[src/rtl/dual_branch_predictor_pkg.sv]
// Shared definitions for the bimodal predictor: 2-bit counter encoding and reset state.
// Combinational-only content; no latency or flow control.
package bp_pkg;

    localparam int CTR_W = 2;

    typedef enum logic [CTR_W-1:0] {
        SNT = 2'b00,
        WNT = 2'b01,
        WT  = 2'b10,
        ST  = 2'b11
    } ctr_state_e;

    localparam ctr_state_e CTR_RESET = WNT;

endpackage

[src/rtl/dual_branch_predictor_if.sv]
// Fetch-lookup, EX-training and perf-counter signals of the dual-issue branch predictor.
// Predictions are combinational; training is accepted every cycle, no backpressure.
interface dual_branch_predictor_if #(
    parameter int PC_WIDTH  = 32,
    parameter int CNT_WIDTH = 32
);
    logic [PC_WIDTH-1:0]  pcF1;
    logic [PC_WIDTH-1:0]  pcF2;
    logic                 predictionF1;
    logic                 predictionF2;
    logic [PC_WIDTH-1:0]  pcE1;
    logic [PC_WIDTH-1:0]  pcE2;
    logic                 branchE1;
    logic                 branchE2;
    logic                 takenBranchE1;
    logic                 takenBranchE2;
    logic                 predictionE1;
    logic                 predictionE2;
    logic [CNT_WIDTH-1:0] branchCount;
    logic [CNT_WIDTH-1:0] mispredictCount;

    modport master (
        output pcF1, pcF2, pcE1, pcE2,
        output branchE1, branchE2, takenBranchE1, takenBranchE2,
        output predictionE1, predictionE2,
        input  predictionF1, predictionF2, branchCount, mispredictCount
    );

    modport slave (
        input  pcF1, pcF2, pcE1, pcE2,
        input  branchE1, branchE2, takenBranchE1, takenBranchE2,
        input  predictionE1, predictionE2,
        output predictionF1, predictionF2, branchCount, mispredictCount
    );
endinterface

[src/rtl/dual_branch_predictor_sat.sv]
// 2-bit saturating counter next-state function (increment on taken, decrement otherwise).
// Purely combinational, zero latency, no backpressure.
module sat_counter2
    import bp_pkg::*;
(
    input  ctr_state_e state_i,
    input  logic       taken_i,
    output ctr_state_e next_o
);

    always_comb begin
        next_o = state_i;
        unique case (state_i)
            SNT: next_o = taken_i ? WNT : SNT;
            WNT: next_o = taken_i ? WT  : SNT;
            WT:  next_o = taken_i ? ST  : WNT;
            ST:  next_o = taken_i ? ST  : WT;
            default: next_o = state_i;
        endcase
    end

endmodule

[src/rtl/dual_branch_predictor.sv]
// Bimodal BHT for two fetch slots, trained by both EX slots with slot-2 killed on a slot-1 mispredict.
// Lookup is combinational (0 cycles); training and perf counters update on the next edge, never stall.
module dual_branch_predictor
    import bp_pkg::*;
#(
    parameter int INDEX_BITS = 6,
    parameter int PC_WIDTH   = 32,
    parameter int IDX_LSB    = 0,
    parameter int CNT_WIDTH  = 32
) (
    input  logic clk,
    input  logic rst,
    dual_branch_predictor_if.slave bus
);

    localparam int NUM_ENTRIES = 1 << INDEX_BITS;

    typedef logic [INDEX_BITS-1:0] idx_t;

    ctr_state_e bht_q [NUM_ENTRIES];
    ctr_state_e bht_d [NUM_ENTRIES];

    logic [CNT_WIDTH-1:0] branch_cnt_q, branch_cnt_d;
    logic [CNT_WIDTH-1:0] mispred_cnt_q, mispred_cnt_d;

    idx_t idx_f1, idx_f2, idx_e1, idx_e2;

    // Upper PC bits alias by design; fold them here so they are visibly consumed.
    logic unused_pc_bits;
    assign unused_pc_bits = ^{bus.pcF1, bus.pcF2, bus.pcE1, bus.pcE2};

    assign idx_f1 = bus.pcF1[IDX_LSB +: INDEX_BITS];
    assign idx_f2 = bus.pcF2[IDX_LSB +: INDEX_BITS];
    assign idx_e1 = bus.pcE1[IDX_LSB +: INDEX_BITS];
    assign idx_e2 = bus.pcE2[IDX_LSB +: INDEX_BITS];

    assign bus.predictionF1 = bht_q[idx_f1][1];
    assign bus.predictionF2 = bht_q[idx_f2][1];

    logic mis1, mis2, upd1, upd2, same_idx;

    assign mis1     = bus.branchE1 & (bus.predictionE1 ^ bus.takenBranchE1);
    assign upd1     = bus.branchE1;
    assign upd2     = bus.branchE2 & ~mis1;
    assign mis2     = upd2 & (bus.predictionE2 ^ bus.takenBranchE2);
    assign same_idx = (idx_e1 == idx_e2);

    ctr_state_e cur1, cur2, nxt1, nxt2;

    assign cur1 = bht_q[idx_e1];
    // Same-index pairs: slot 2 sees slot 1's result, giving sequential semantics in one edge.
    assign cur2 = (upd1 && same_idx) ? nxt1 : bht_q[idx_e2];

    sat_counter2 u_sat1 (
        .state_i (cur1),
        .taken_i (bus.takenBranchE1),
        .next_o  (nxt1)
    );

    sat_counter2 u_sat2 (
        .state_i (cur2),
        .taken_i (bus.takenBranchE2),
        .next_o  (nxt2)
    );

    always_comb begin
        bht_d = bht_q;
        if (upd1) bht_d[idx_e1] = nxt1;
        if (upd2) bht_d[idx_e2] = nxt2;
    end

    logic [1:0]         branch_inc, mispred_inc;
    logic [CNT_WIDTH:0] branch_sum, mispred_sum;

    assign branch_inc  = {1'b0, upd1} + {1'b0, upd2};
    assign mispred_inc = {1'b0, mis1} + {1'b0, mis2};
    assign branch_sum  = {1'b0, branch_cnt_q}  + (CNT_WIDTH+1)'(branch_inc);
    assign mispred_sum = {1'b0, mispred_cnt_q} + (CNT_WIDTH+1)'(mispred_inc);

    always_comb begin
        branch_cnt_d  = branch_sum[CNT_WIDTH]  ? '1 : branch_sum[CNT_WIDTH-1:0];
        mispred_cnt_d = mispred_sum[CNT_WIDTH] ? '1 : mispred_sum[CNT_WIDTH-1:0];
    end

    always_ff @(posedge clk) begin
        if (rst) begin
            for (int i = 0; i < NUM_ENTRIES; i++) begin
                bht_q[i] <= CTR_RESET;
            end
            branch_cnt_q  <= '0;
            mispred_cnt_q <= '0;
        end else begin
            bht_q         <= bht_d;
            branch_cnt_q  <= branch_cnt_d;
            mispred_cnt_q <= mispred_cnt_d;
        end
    end

    assign bus.branchCount     = branch_cnt_q;
    assign bus.mispredictCount = mispred_cnt_q;

endmodule

[src/flat_wrapper.sv]
// flat-port wrapper written by rule: the top's interface ports become plain ports
module dual_branch_predictor_flat import bp_pkg::*;
#(
    parameter int INDEX_BITS = 6,
    parameter int PC_WIDTH   = 32,
    parameter int IDX_LSB    = 0,
    parameter int CNT_WIDTH  = 32
)
  (clk, rst, bus_pcF1, bus_pcF2, bus_pcE1, bus_pcE2, bus_branchE1, bus_branchE2, bus_takenBranchE1, bus_takenBranchE2, bus_predictionE1, bus_predictionE2, bus_predictionF1, bus_predictionF2, bus_branchCount, bus_mispredictCount);
  dual_branch_predictor_if #(.PC_WIDTH(PC_WIDTH), .CNT_WIDTH(CNT_WIDTH)) bus_i ();
  input  logic clk;
  input  logic rst;
  input wire logic [$bits(bus_i.pcF1)-1:0] bus_pcF1;
  input wire logic [$bits(bus_i.pcF2)-1:0] bus_pcF2;
  input wire logic [$bits(bus_i.pcE1)-1:0] bus_pcE1;
  input wire logic [$bits(bus_i.pcE2)-1:0] bus_pcE2;
  input wire logic [$bits(bus_i.branchE1)-1:0] bus_branchE1;
  input wire logic [$bits(bus_i.branchE2)-1:0] bus_branchE2;
  input wire logic [$bits(bus_i.takenBranchE1)-1:0] bus_takenBranchE1;
  input wire logic [$bits(bus_i.takenBranchE2)-1:0] bus_takenBranchE2;
  input wire logic [$bits(bus_i.predictionE1)-1:0] bus_predictionE1;
  input wire logic [$bits(bus_i.predictionE2)-1:0] bus_predictionE2;
  output wire logic [$bits(bus_i.predictionF1)-1:0] bus_predictionF1;
  output wire logic [$bits(bus_i.predictionF2)-1:0] bus_predictionF2;
  output wire logic [$bits(bus_i.branchCount)-1:0] bus_branchCount;
  output wire logic [$bits(bus_i.mispredictCount)-1:0] bus_mispredictCount;
  assign bus_i.pcF1 = bus_pcF1;
  assign bus_i.pcF2 = bus_pcF2;
  assign bus_i.pcE1 = bus_pcE1;
  assign bus_i.pcE2 = bus_pcE2;
  assign bus_i.branchE1 = bus_branchE1;
  assign bus_i.branchE2 = bus_branchE2;
  assign bus_i.takenBranchE1 = bus_takenBranchE1;
  assign bus_i.takenBranchE2 = bus_takenBranchE2;
  assign bus_i.predictionE1 = bus_predictionE1;
  assign bus_i.predictionE2 = bus_predictionE2;
  assign bus_predictionF1 = bus_i.predictionF1;
  assign bus_predictionF2 = bus_i.predictionF2;
  assign bus_branchCount = bus_i.branchCount;
  assign bus_mispredictCount = bus_i.mispredictCount;
  dual_branch_predictor #(.INDEX_BITS(INDEX_BITS), .PC_WIDTH(PC_WIDTH), .IDX_LSB(IDX_LSB), .CNT_WIDTH(CNT_WIDTH)) u_core (.clk(clk), .rst(rst), .bus(bus_i));
endmodule
[config.mk]
export PLATFORM = sky130hd
export DESIGN_NAME = dual_branch_predictor_flat
export DESIGN_NICKNAME = d
export VERILOG_FILES = /design/src/rtl/dual_branch_predictor_pkg.sv /design/src/rtl/dual_branch_predictor_if.sv /design/src/rtl/dual_branch_predictor_sat.sv /design/src/rtl/dual_branch_predictor.sv /design/src/flat_wrapper.sv
export SDC_FILE = /design/constraint.sdc
export NUM_CORES = 1
export LEC_CHECK = 0
export ABC_AREA = 1
export ABC_CLOCK_PERIOD_IN_PS = 4000
export CORE_MARGIN = 2
export CORE_UTILIZATION = 57
export CTS_BUF_LIST = sky130_fd_sc_hd__clkbuf_8
export CTS_CLUSTER_SIZE = 8
export DETAILED_ROUTE_END_ITERATION = 10
export PLACE_DENSITY = 0.83
export SYNTH_ARGS = -nofsm -noshare
export SYNTH_HDL_FRONTEND = slang
export SYNTH_HIERARCHICAL = 1
export SYNTH_SLANG_ARGS = --single-unit
[constraint.sdc]
create_clock -name clk -period 4 [get_ports clk]
set_input_delay 0.4 -clock clk [delete_from_list [all_inputs] [get_ports clk]]
set_output_delay 0.4 -clock clk [all_outputs]
set_load 0.02 [all_outputs]
After elaboration in Yosys (flattened, before gate mapping)
Cells that the tools add are included.
W data, S select, Z words.
{ "totals": {"output_inout_bits": 66, "inputBits": 136, "wordCells": 131, "register_bits": 192} }
{ "op_classes": {"bitwise": 10, "eq_ne": 7, "reduce_logical": 5, "addsub": 4, "n_mux": 33, "order_cmp": 6} }
{ "ops": {"columns": ["cell", "count"], "rows": [
  ["$bwmux W128", 2],
  ["$mux W128", 2],
  ["$add A32 B2 Y33", 2],
  ["$mux W32", 2],
  ["$bmux W2 S6", 4],
  ["$mux W2", 15],
  ["$ge A7 B7 Y1 const B", 4],
  ["$not A6 Y7", 4],
  ["$demux W2 S6", 2],
  ["$pmux W2 S4", 2],
  ["$lt A7 B1 Y1 const B", 2],
  ["$eq A2 B2 Y1 const B", 4],
  ["$eq A6 B6 Y1", 1],
  ["$add A1 B1 Y2", 2],
  ["$eq A2 B1 Y1 const B", 2],
  ["$logic_not A2 Y1", 2],
  ["$mux W1", 4],
  ["$and A1 B1 Y1", 3],
  ["$logic_and A1 B1 Y1", 3],
  ["$xor A1 B1 Y1", 2],
  ["$not A1 Y1", 1]
]} }

Depth between registers and ports, before layout
{ "depth": {"depth_word": 11, "ltp_mapped": 26, "ltp_nobuf": 20} }

Hierarchy
Netlist, hierarchy kept.
{ "modules_own_cells": {"columns": ["mod", "seq_area_each_um2", "instances", "area_each_um2", "cells_each"], "rows": [
  ["dual_branch_predictor", 3843.7, 1, 13535.5, 2336],
  ["sat_counter2", 0.0, 2, 21.3, 5]
]} }

Worst setup path before layout
OpenSTA, ideal clock, no wires.
{ "synth_timing": {"path_kind": "input-to-reg", "start": "input port bus_pcE1[0]", "end": "register u_core/bht_q[122] in the netlist's numbering", "cell_stages": 26, "slack_ps": 494, "setup_time_ps": 74, "required_time_ps": 3926, "arrival_time_ps": 3432, "path_buffers": 7, "path_cell_list": "buf_4 -> inv_2 -> nand3_1 -> buf_2 -> o22ai_1 -> nor2_1 -> nand2_1 -> nand2_1 -> nand2_1 -> nor2_1 -> nand2_1 -> inv_1 -> a21oi_1 -> clkbuf_1 -> inv_1 -> clkbuf_1 -> clkbuf_1 -> nand2_1 -> nand2_1 -> inv_1 -> nand2_1 -> a21oi_1 -> buf_1 -> buf_1 -> a21oi_1 -> o21ai_0"} }
{ "synth_between": {"elab_chain_len": 11, "elab_cells_between_ends": 26, "classes_between": "order compare: 2; eq/ne: 7; mux: 12; bitwise: 1; reduce/logical: 4"} }
{ "synth_lines": {"columns": ["element", "line_no", "rtl"], "rows": [
  ["start: declaration", "flat_wrapper.sv:15", "input wire logic [$bits(bus_i.pcE1)-1:0] bus_pcE1;"],
  ["$not A6 Y7 (implied by the code) *", "dual_branch_predictor.sv:50", "assign cur1 = bht_q[idx_e1];"],
  ["$bmux W2 S6 *", "dual_branch_predictor.sv:50", null],
  ["$mux W2 (implied by the code) * (2 in series)", "dual_branch_predictor.sv:50", null],
  ["named net u_core.cur1[0]", "dual_branch_predictor.sv:48", "ctr_state_e cur1, cur2, nxt1, nxt2;"],
  ["$eq A2 B2 Y1, or another cell as far along", "dual_branch_predictor_sat.sv:13", "unique case (state_i)"],
  ["$pmux W2 S4 *", "dual_branch_predictor_sat.sv:13", null],
  ["named net u_core.nxt1[1]", "dual_branch_predictor.sv:48", null],
  ["$mux W2 *", "dual_branch_predictor.sv:52", "assign cur2 = (upd1 && same_idx) ? nxt1 : bht_q[idx_e2];"],
  ["named net u_core.cur2[1]", "dual_branch_predictor.sv:48", null],
  ["$eq A2 B2 Y1, or another cell as far along", "dual_branch_predictor_sat.sv:13", null],
  ["$pmux W2 S4 *", "dual_branch_predictor_sat.sv:13", null],
  ["named net u_core.nxt2[0]", "dual_branch_predictor.sv:48", null],
  ["$bwmux W128 *", "dual_branch_predictor.sv:69", "if (upd2) bht_d[idx_e2] = nxt2;"],
  ["$mux W128 *", "dual_branch_predictor.sv:69", null],
  ["end signal: assignment", "dual_branch_predictor.sv:93", "bht_q <= bht_d;"],
  ["end: declaration", "dual_branch_predictor.sv:20", "ctr_state_e bht_q [NUM_ENTRIES];"]
]} }
The timed path passes the listed nets; every way through them passes the cells marked *. The select of a mux whose other input is x is not followed.
A chain may end at the register's enable or synchronous reset.

Final worst setup path
{ "layout_timing": {"start": "input port bus_pcE1[0]", "end": "register u_core/bht_q[58] in the netlist's numbering"} }
Same word-level chain as after synthesis.

==> results.rst <==
.. list-table::
   :header-rows: 1

   * - Metric
     - Value
   * - DRC viols
     - 0
   * - Most area-hungry cell type in the Yosys netlist
     - sky130_fd_sc_hd__dfxtp_1
   * - Final setup violation count
     - 0
   * - Number of warnings printed during yosys synthesis
     - 6
   * - Max-Cap Viols
     - 0
   * - Outcome
     - finished, final reports clean
   * - DP Cell Count
     - ~2.7k
   * - Number of nets in the synthesized netlist
     - about 2.5k
   * - Cell seen most often among critical-path stages
     - sky130_fd_sc_hd__nand2_1
   * - Cell types with the largest area share after synthesis
     - sky130_fd_sc_hd__dfxtp_1, sky130_fd_sc_hd__nand2_1, sky130_fd_sc_hd__o21ai_0, sky130_fd_sc_hd__a21oi_1, sky130_fd_sc_hd__inv_1
   * - Total Neg Setup Slack
     - 0 ps
   * - Count of cell instances traversed by the critical path
     - 22
   * - Overflow left after global routing
     - 0
   * - Half-perimeter wire length after detailed placement
     - about 37 mm
   * - Hold Path Class
     - in -> reg
   * - Number of buffers added by the clock tree synthesis step
     - 17
   * - Final non-filler cell total
     - between 2k and 3k
   * - Worst r2r path cells
     - 19
   * - Leading cell type by number of instances after synthesis
     - sky130_fd_sc_hd__nand2_1
   * - First-pass GRT wire length
     - 83.4 mm
   * - Post-Syn Instances
     - 2346
   * - Proportion of synthesized chip area in sequential cells
     - 28.3%
   * - Worst vdd ir
     - about 0.00025 V
   * - Post-place instance area
     - approximately 0.015 mm2
   * - Starting Density
     - 58.0%
   * - Maximum clock frequency
     - between 0.2 and 0.3 GHz
   * - Fraction of final layout cells with drive strength greater than 1
     - 6.09%
   * - Worst endpoint data arrival time
     - roughly 3800 ps
   * - Vias after detailed routing
     - about 17k
   * - Overall routed net length
     - 54.6 mm
   * - Slowest stage cell on the critical path
     - sky130_fd_sc_hd__clkdlybuf4s50_1
   * - Synth async-reset ratio
     - 0%
   * - Final routed wire length divided by cell count
     - roughly 20 um
   * - Port-buffer cells
     - 97
   * - Critical Path Sink Type
     - register
   * - First-pass DRT Iterations
     - 7
   * - Largest net degree at the start of global routing
     - 94
   * - Leakage Power
     - about 6.7 nW
   * - Number of resized instances in the post-cts repair step
     - 0
   * - Flop and latch count out of synthesis
     - between 150 and 200
   * - Sum of internal, switching and leakage power
     - about 0.0041 W
   * - Htree depth
     - 4
   * - Cts-stage hold buffer count
     - 0
   * - Netlist area before placement
     - 0.0136 mm2
   * - Max Buffers Root-to-Sink
     - 2
   * - Initial antenna violation count
     - 0
   * - Most common library cells after synthesis
     - sky130_fd_sc_hd__nand2_1, sky130_fd_sc_hd__o21ai_0, sky130_fd_sc_hd__inv_1
   * - Crit start category
     - primary input
   * - Crit share post-route
     - ~85%
   * - Max incr delay on CP
     - slightly above 600 ps
   * - Area share of the leading cell type in the synthesized netlist
     - between 20 and 30%
   * - RSZ-0062 raised after global routing
     - no
   * - Source-to-sink clock delay at the later pin of the worst-skew pair
     - 490 ps
   * - Final hold slack
     - approximately 410 ps
   * - Overall routing resource usage
     - between 40% and 50%
   * - Number of global-route vias before repair
     - between 15k and 20k
   * - Die height
     - between 150 and 200 um
   * - Mapped Avg Cell Area
     - around 5.8 um2
   * - WS Path Type
     - in -> reg
   * - Count of distinct cell types in the synthesized netlist
     - 38
   * - Maximum fanout along the worst path
     - 64
   * - Top_reg_cell synth
     - sky130_fd_sc_hd__dfxtp_1
   * - Max-slew violation total from the final report
     - 0
   * - Time the worst path needs with I/O delays and setup
     - 3420 ps
   * - Area delta synth->final
     - 13.5%
   * - NumNets Final
     - ~2.6k
   * - Tightest slew margin relative to the limit
     - about a third
   * - Required time reported for the critical path endpoint
     - ~4400 ps
   * - Cell Rows
     - 56
   * - Number of buffer and inverter stages on the critical path
     - 7
   * - Num ports
     - 202
   * - Width of the chip
     - ~160 um
   * - Number of enable-type register cells in the synthesized netlist
     - 0
   * - Clock root cell
     - sky130_fd_sc_hd__clkbuf_8
   * - Total number of clock tree sinks
     - 192
   * - Final setup skew
     - about 27 ps
   * - P per Cell Area
     - 263 mW/mm2
   * - Worst hold path stage count
     - 2
   * - Final ANT Viol Nets
     - 0
   * - Mean number of vias per cell
     - 6.11
   * - Die area
     - ~0.025 mm2
   * - Clock transition at the registers of the reported paths
     - roughly 120 ps
   * - Placer Congestion
     - approximately 1.0
   * - Count of antenna diodes in the layout
     - 0
   * - Count of routing violations after the opening detailed-route iteration
     - around 2.4k
   * - CTS tree
     - done
   * - List of cells traversed by the critical path
     - clkdlybuf4s50_1 > buf_4 > nand3_2 > buf_4 > o22ai_1 > nor2_1 > nand2_1 > nand2_1 > nand2_1 > nor2_1 > nand2_1 > inv_1 > a21oi_1 > inv_1 > nand2_1 > nand2_1 > inv_1 > nand2_1 > a21oi_4 > buf_12 > a21oi_1 > o21ai_0
   * - CP top delay family
     - buffers and inverters
   * - Placeable core region
     - about 0.023 mm2
   * - Number of setup buffers added after CTS
     - 0
   * - Final count of hold timing violations
     - 0
   * - Slew of the pin with the lowest slew margin
     - roughly 970 ps
   * - Final design instance area without fill
     - 0.0154 mm2
worst register-to-register path, cell delays in order, from the launching register on:
cell and delay (ps):
sky130_fd_sc_hd__dfxtp_1 440, sky130_fd_sc_hd__nand2_1 110, sky130_fd_sc_hd__a21oi_1 70, sky130_fd_sc_hd__o21ai_0 320
sky130_fd_sc_hd__nand4_1 140, sky130_fd_sc_hd__nand2_1 80, sky130_fd_sc_hd__nand2_1 50, sky130_fd_sc_hd__nor2_1 110
sky130_fd_sc_hd__nand2_1 80, sky130_fd_sc_hd__nor2_1 160, sky130_fd_sc_hd__a21oi_1 80, sky130_fd_sc_hd__inv_1 80
sky130_fd_sc_hd__nand2_1 50, sky130_fd_sc_hd__nand2_1 100, sky130_fd_sc_hd__inv_1 60, sky130_fd_sc_hd__nor2_1 230
sky130_fd_sc_hd__a21oi_1 90, sky130_fd_sc_hd__inv_2 90, sky130_fd_sc_hd__buf_4 330, sky130_fd_sc_hd__a21oi_1 140
power breakdown:
part           switching, W  total (W)  internal (W)  leakage (nW)
Sequential        0.0000199    0.00195       0.00193          1.55
Clock              0.000836    0.00133      0.000491         0.199
Combinational      0.000558   0.000775      0.000217          4.98
routing by layer:
metal | GRT usage (%) | vias up | part of all wire, %
li1 | - | 7821 | -
met1 | 56.9 | 7489 | 38
met2 | 64.8 | 1244 | 41
met3 | 11.0 | 247 | 14
met4 | 25.6 | 0 | 6.6
met5 | 0 | - | 0
logic make-up after synthesis:
| kind of cell | count (synthesis) | synth area share (%) |
|---|---|---|
| AOI/OAI and AO/OA | 650 | 24.7 |
| buffers and inverters | 380 | 10.8 |
| xor gates and xnor gates | 27 | 1.74 |
| and+or+nand+nor | 1093 | 33.9 |
| adders and majority gates | 4 | 0.479 |
| DFF | 192 | 28.3 |
cell type report:
cell class	count	area (um2)
clock buffer	19	262
clock inverter	13	126
fill	2270	7990
inverter	273	1030
multi-input combinational	1774	8280
sequential	192	3840
tap	319	399
timing repair buffer	159	1480
path summary, 6_finish.rpt:
kind | endpoint | slack [ps] | from
setup reg to reg | u_core/bht_q[97] | 1050 | u_core/bht_q[69]
hold / removal | u_core/bus.mispredictCount[5] | 410 | rst
hold reg to reg | u_core/bus.mispredictCount[7] | 570 | u_core/bus.mispredictCount[7]
setup / recovery | u_core/bht_q[58] | 580 | bus_pcE1[0]
through the flow:
| stage | worst slack, ps | utilization [%] |
|---|---|---|
| 3_3_place_gp | 327 | 64.2 |
| 3_5_place_dp | 272 | 64.2 |
| 6_report | 584 | 65.9 |
| 5_1_grt | 489 | 65.9 |
| 2_1_floorplan | 494 | - |
| 4_1_cts | 743 | 65.9 |
layout by cell type, fill, tap and decap left out, drive strengths merged:
cell / count
nand2: 675
o21ai: 362
inv: 273
a21oi: 221
nor2: 204
dfxtp: 192
nand3: 133
clkdlybuf4s50: 95
buf: 64
o22ai: 55
nor3: 45
clkbuf: 19
xor2: 17
nand4: 13
clkinv: 12
xnor2: 10
nand3b: 8
or2: 8
o211ai: 6
a31oi: 4
nor4: 3
nor3b: 3
fa: 2
ha: 2
clkinvlp: 1
o2111ai: 1
and2: 1
o211a: 1
sequential cells by signal, summed over array words and instances, names as in the netlist:
signal / count
u_core/bht_q: 128
u_core/bus.branchCount: 32
u_core/bus.mispredictCount: 32
No activity file was read; power rests on OpenSTA's default activity.
